`src/rtl/uart_rx_fifo_if.sv`:
```
// uart_rx_fifo_if: groups the write-side strobe, the read-side valid/ready handshake
// and the status flags of the receive FIFO.
//   master : the UART receiver and host side. It drives p_data, data_valid, rd_ready
//            and overflow_clr.
//   slave  : the FIFO. It drives rd_data, rd_valid, level, full, empty, almost_full
//            and overflow.
interface uart_rx_fifo_if #(
    parameter int DWIDTH = 8,
    parameter int AWIDTH = 4
);
    logic [DWIDTH-1:0] p_data;
    logic              data_valid;
    logic [DWIDTH-1:0] rd_data;
    logic              rd_valid;
    logic              rd_ready;
    logic [AWIDTH:0]   level;
    logic              full;
    logic              empty;
    logic              almost_full;
    logic              overflow;
    logic              overflow_clr;

    modport master (
        output p_data, data_valid, rd_ready, overflow_clr,
        input  rd_data, rd_valid, level, full, empty, almost_full, overflow
    );

    modport slave (
        input  p_data, data_valid, rd_ready, overflow_clr,
        output rd_data, rd_valid, level, full, empty, almost_full, overflow
    );
endinterface

```
`src/rtl/uart_rx_fifo.sv`:
```
// uart_rx_fifo: first-word-fall-through FIFO that sits behind the UART receiver.
// Each cycle with data_valid high captures p_data. The head word is presented on
// rd_data/rd_valid and is consumed on rd_valid & rd_ready.
//   clk : system clock, rising edge
//   rst : synchronous reset, active-high
//   bus : uart_rx_fifo_if.slave, carrying the data, handshake and status signals
module uart_rx_fifo #(
    parameter int DWIDTH    = 8,
    parameter int AWIDTH    = 4,
    parameter int AFULL_LVL = 12
) (
    input  logic           clk,
    input  logic           rst,
    uart_rx_fifo_if.slave  bus
);
    localparam int              DEPTH = 1 << AWIDTH;
    localparam logic [AWIDTH:0] DEPTH_L = (AWIDTH+1)'(DEPTH);
    localparam logic [AWIDTH:0] AFULL_L = (AWIDTH+1)'(AFULL_LVL);

    logic [DWIDTH-1:0] mem [DEPTH];
    // Each pointer carries one wrap bit, so full and empty are told apart by the difference.
    logic [AWIDTH:0]   wr_ptr, rd_ptr, lvl;
    logic              push, pop, drop, is_full, is_empty;

    assign lvl      = wr_ptr - rd_ptr;
    assign is_full  = (lvl == DEPTH_L);
    assign is_empty = (lvl == '0);

    assign pop  = ~is_empty & bus.rd_ready;
    // When full, a write still goes in if a pop frees the head slot on the same edge.
    assign push = bus.data_valid & (~is_full | pop);
    assign drop = bus.data_valid & is_full & ~pop;

    assign bus.rd_data     = mem[rd_ptr[AWIDTH-1:0]];
    assign bus.rd_valid    = ~is_empty;
    assign bus.level       = lvl;
    assign bus.full        = is_full;
    assign bus.empty       = is_empty;
    assign bus.almost_full = (lvl >= AFULL_L);

    // The storage array is not reset. Only the pointers define which entries are valid.
    always_ff @(posedge clk) begin
        if (push && !rst)
            mem[wr_ptr[AWIDTH-1:0]] <= bus.p_data;
    end

    always_ff @(posedge clk) begin
        if (rst) begin
            wr_ptr       <= '0;
            rd_ptr       <= '0;
            bus.overflow <= 1'b0;
        end else begin
            if (push) wr_ptr <= wr_ptr + 1'b1;
            if (pop)  rd_ptr <= rd_ptr + 1'b1;
            // A new drop takes priority over a clear in the same cycle.
            if (drop)                  bus.overflow <= 1'b1;
            else if (bus.overflow_clr) bus.overflow <= 1'b0;
        end
    end
endmodule

```
`src/flat_wrapper.sv`:
```
// flat-port wrapper written by rule: the top's interface ports become plain ports
module uart_rx_fifo_flat 
#(
    parameter int DWIDTH    = 8,
    parameter int AWIDTH    = 4,
    parameter int AFULL_LVL = 12
)
  (clk, rst, bus_p_data, bus_data_valid, bus_rd_ready, bus_overflow_clr, bus_rd_data, bus_rd_valid, bus_level, bus_full, bus_empty, bus_almost_full, bus_overflow);
  uart_rx_fifo_if #(.DWIDTH(DWIDTH), .AWIDTH(AWIDTH)) bus_i ();
  input  logic clk;
  input  logic rst;
  input wire logic [$bits(bus_i.p_data)-1:0] bus_p_data;
  input wire logic [$bits(bus_i.data_valid)-1:0] bus_data_valid;
  input wire logic [$bits(bus_i.rd_ready)-1:0] bus_rd_ready;
  input wire logic [$bits(bus_i.overflow_clr)-1:0] bus_overflow_clr;
  output wire logic [$bits(bus_i.rd_data)-1:0] bus_rd_data;
  output wire logic [$bits(bus_i.rd_valid)-1:0] bus_rd_valid;
  output wire logic [$bits(bus_i.level)-1:0] bus_level;
  output wire logic [$bits(bus_i.full)-1:0] bus_full;
  output wire logic [$bits(bus_i.empty)-1:0] bus_empty;
  output wire logic [$bits(bus_i.almost_full)-1:0] bus_almost_full;
  output wire logic [$bits(bus_i.overflow)-1:0] bus_overflow;
  assign bus_i.p_data = bus_p_data;
  assign bus_i.data_valid = bus_data_valid;
  assign bus_i.rd_ready = bus_rd_ready;
  assign bus_i.overflow_clr = bus_overflow_clr;
  assign bus_rd_data = bus_i.rd_data;
  assign bus_rd_valid = bus_i.rd_valid;
  assign bus_level = bus_i.level;
  assign bus_full = bus_i.full;
  assign bus_empty = bus_i.empty;
  assign bus_almost_full = bus_i.almost_full;
  assign bus_overflow = bus_i.overflow;
  uart_rx_fifo #(.DWIDTH(DWIDTH), .AWIDTH(AWIDTH), .AFULL_LVL(AFULL_LVL)) u_core (.clk(clk), .rst(rst), .bus(bus_i));
endmodule
```
`config.mk`:
```
export PLATFORM = sky130hd
export DESIGN_NAME = uart_rx_fifo_flat
export DESIGN_NICKNAME = d
export VERILOG_FILES = /design/src/rtl/uart_rx_fifo_if.sv /design/src/rtl/uart_rx_fifo.sv /design/src/flat_wrapper.sv
export SDC_FILE = /design/constraint.sdc
export NUM_CORES = 1
export LEC_CHECK = 0
export ABC_AREA = 1
export BUFFER_PORTS_ARGS = -buffer_cell sky130_fd_sc_hd__buf_4
export CAP_MARGIN = 20
export CORE_MARGIN = 3
export CORE_UTILIZATION = 56
export CTS_BUF_LIST = sky130_fd_sc_hd__clkbuf_8
export DETAILED_ROUTE_END_ITERATION = 6
export GPL_TIMING_DRIVEN = 0
export PLACE_DENSITY_LB_ADDON = 0.1
export SYNTH_ARGS = -nofsm -noshare
export SYNTH_HDL_FRONTEND = slang
export SYNTH_SLANG_ARGS = --single-unit
```
`constraint.sdc`:
```
create_clock -name clk -period 7.6 [get_ports clk]
set_clock_uncertainty 0.2 [all_clocks]
set_input_delay 1.14 -clock clk [delete_from_list [all_inputs] [get_ports clk]]
set_output_delay 1.14 -clock clk [all_outputs]
set_load 0.02 [all_outputs]
```
==> impl_metrics.csv <==
group,metric,value,unit
setup_path,critPathTopFamily,"simple AND/OR/NAND/NOR gates",
setup_path,cp.depth,9,
cells_and_area,num-fill-cells,749,
grt,antenna_found_initial,0,
synthesis,yosys-top-cells-area,"edfxtp_1 (63%), mux2i_1 (5.2%), dfxtp_1 (4.9%), o211ai_1 (3.9%), inv_1 (3.6%)",
synthesis,async_flop_share,0,%
timing,fmax,259,MHz
cells_and_area,drive_above_1_share,15.8,%
timing,hold_viol_final,0,
detailed_routing,vias,3998,
clocking,cts_tree,"done",
setup_path,worstSetupEndpointType,"output port",
clocking,cts_resized,0,
grt,grt_max_degree,17,
synthesis,avgSynthCellArea,12.5,um^2
pwr,power.density,260,mW/mm^2
run_status,status,"complete, no violations",
synthesis,yosys_warnings,0,
clocking,cts_root_buffer,"clkbuf_8",
clocking,cts_max_path_buffers,2,
grt,grt_pass1_wl,20800,um
timing,min_period,3860,ps
synthesis,yosysTopAreaCellShare,62.6,%
setup_path,cpPeakStageDelay,430,ps
clocking,numCtsBuffers,17,
clocking,insertion_delay,420,ps
timing,max_slew_margin,28.5,%
synthesis,synth_ff_type,"edfxtp_1",
floorplanning,fp-row-count,37,
cells_and_area,regArea,0.00414,mm^2
cells_and_area,n_antenna_cell,0,
cells_and_area,final_util,66.6,%
cells_and_area,nNetsFinal,572,
placement,placed_area,0.00659,mm^2
setup_path,worstSetupStartpointType,"flip-flop",
cells_and_area,multi_input_area,0.00167,mm^2
hold_path,hold_class,"reg2reg",
setup_path,crit_fanout,6,
cells_and_area,syn_to_final_growth,13.9,%
timing,fin_tns_setup,0,ps
synthesis,yosys.area.top_type,"edfxtp_1",
setup_path,cp_data_required_time,6260,ps
floorplanning,start_util,58.5,%
pwr,ir_worst_vdd,0.000135,V
synthesis,syn_inst,490,
pwr,power,1.82,mW
detailed_routing,first_pass_iters,5,
floorplanning,dieArea,0.0123,mm^2
synthesis,yosys.cell_types.count,30,
detailed_routing,wl_per_cell,19.4,um
floorplanning,die_h,111,um
timing,worstMarginPinSlew,1060,ps
hold_path,hold_path_depth,2,
synthesis,synth_commonest_cells,"edfxtp_1 (128), inv_1 (59), a21oi_1 (41)",
synthesis,ys_seq_elements,143,
placement,gp_congestion,0.854,
job,maxCapViolCount,0,
timing,fin_crit_sh,50.8,%
clocking,cts_sinks,143,
grt,gr-total-overflow,0,
setup_path,crit_top_cell,"inv_1",
clocking,clk_pin_slew_worst_paths,70,ps
timing,slew_viol_final,0,
pwr,power_leakage,2.56,nW
synthesis,synth_nets,513,
clocking,postCtsHoldBufs,0,
floorplanning,fp.dieW,111,um
detailed_routing,ant_nets,0,
floorplanning,core_area,0.0105,mm^2
grt,grt_pass1_vias,3941,
placement,dp_hpwl,9480,um
detailed_routing,via_per_inst,5.73,
timing,grt_setup_unrepaired,"false",
clocking,cts_setup_buffers,0,
synthesis,synth_edf_count,128,
placement,io_buffers,28,
setup_path,crit_buf_inv,4,
synthesis,synth_seq_area_share,67.4,%
detailed_routing,drt_wl_total,13500,um
detailed_routing,drc,0,
clocking,htreeDepth,4,
cells_and_area,final_area,0.00700,mm^2
setup_path,path_cells,"inv_1 -> ha_1 -> inv_1 -> fa_1 -> or2_1 -> nor2_2 -> nand3_2 -> inv_1 -> buf_4",
grt,track_usage,22.7,%
timing,setup_viol,0,
synthesis,yosysMostFrequentCell,"edfxtp_1",
setup_path,reg2reg_depth,11,
synthesis,netlist_area,0.00614,mm^2
setup_path,crit_slowest_cell,"fa_1",
detailed_routing,drt-initial-drc-count,381,
setup_path,criticalPathCategory,"reg2out",
setup_path,cp.arrival,2520,ps
floorplanning,io_pins,31,
## stage by stage
step / std cells / hold slack, ps / worst slack [ps]
after global placement: 654 / 290 / 3870
after floorplan: 490 / 267 / 4020
after global routing: 698 / 341 / 3530
after CTS: 696 / 315 / 3700
final: 698 / 317 / 3740
after detailed placement: 664 / 301 / 4100
## sequential cells by signal, indices dropped and copies added, names as in the netlist, named ones only
register,cells
u_core.mem,128
u_core.rd_ptr,5
u_core.wr_ptr,5
u_core.bus.overflow,1
## final cells by class
class	instances	area share, %
well taps	136	2.43
repair buffers	40	3.97
flip-flops and latches	143	59.2
inverters	60	3.22
clock inverters	15	2.32
plain buffers	25	1.68
clock buffers	17	3.34
multi-input cells	262	23.8
## layer usage
| metal | GRT usage, % | wire [um] | vias to the layer above |
|---|---|---|---|
| met1 | 30.3 | 5680 | 1920 |
| met2 | 35.4 | 6410 | 161 |
| met3 | 5.73 | 1060 | 28 |
| met4 | 9.77 | 391 | 0 |
| li1 | - | - | 1889 |
| met5 | 0 | 0 | - |
## cell usage in the layout, fill, tap and decap left out, types with 3 or more instances in the layout
master / instances
edfxtp_1: 128
inv_1: 60
a21oi_1: 41
o21ai_0: 39
nand2_1: 37
mux2i_1: 32
o211ai_1: 32
buf_4: 31
nand3_1: 27
clkbuf_8: 17
buf_2: 16
dfxtp_1: 15
nor3_1: 13
clkbuf_1: 12
nor2_1: 11
ha_1: 9
xor2_1: 5
inv_6: 4
xnor2_1: 3
buf_1: 3
clkinvlp_4: 3
clkinv_4: 3
## worst paths after layout
kind	from	end	slack [ps]
max	u_core.wr_ptr[0]$_SDFFE_PP0P_	bus_empty	3740
max reg2reg	u_core.wr_ptr[0]$_SDFFE_PP0P_	u_core.mem[13][6]$_DFFE_PP_	4240
min reg2reg	u_core.rd_ptr[3]$_SDFFE_PP0N_	u_core.rd_ptr[3]$_SDFFE_PP0N_	320
min	u_core.rd_ptr[3]$_SDFFE_PP0N_	u_core.rd_ptr[3]$_SDFFE_PP0N_	320
## worst register-to-register path: stages, from the launching register on
cell and delay, ps:
dfxtp_1 350, inv_1 140, ha_1 160, inv_1 70, fa_1 450, xor2_2 260
nor2_2 90, nand4_4 160, nand3_4 130, buf_6 170, nor3_1 570, buf_2 310
## report_power, final
group / leakage (nW) / internal (mW) / switching, mW
Sequential: 1.28 / 0.866 / 0.00737
Clock: 0.194 / 0.297 / 0.294
Combinational: 1.09 / 0.124 / 0.231
## logic make-up after synthesis
| family | Yosys count | synth area share [%] |
|---|---|---|
| flops | 143 | 67.4 |
| mux | 32 | 5.21 |
| simple gates | 98 | 7.66 |
| compound gates | 113 | 10.5 |
| buf+inv | 85 | 5.58 |
| xor+xnor | 9 | 1.41 |
| fa+ha+maj | 10 | 2.16 |
Note: power is estimated with default switching activity, not from simulation.
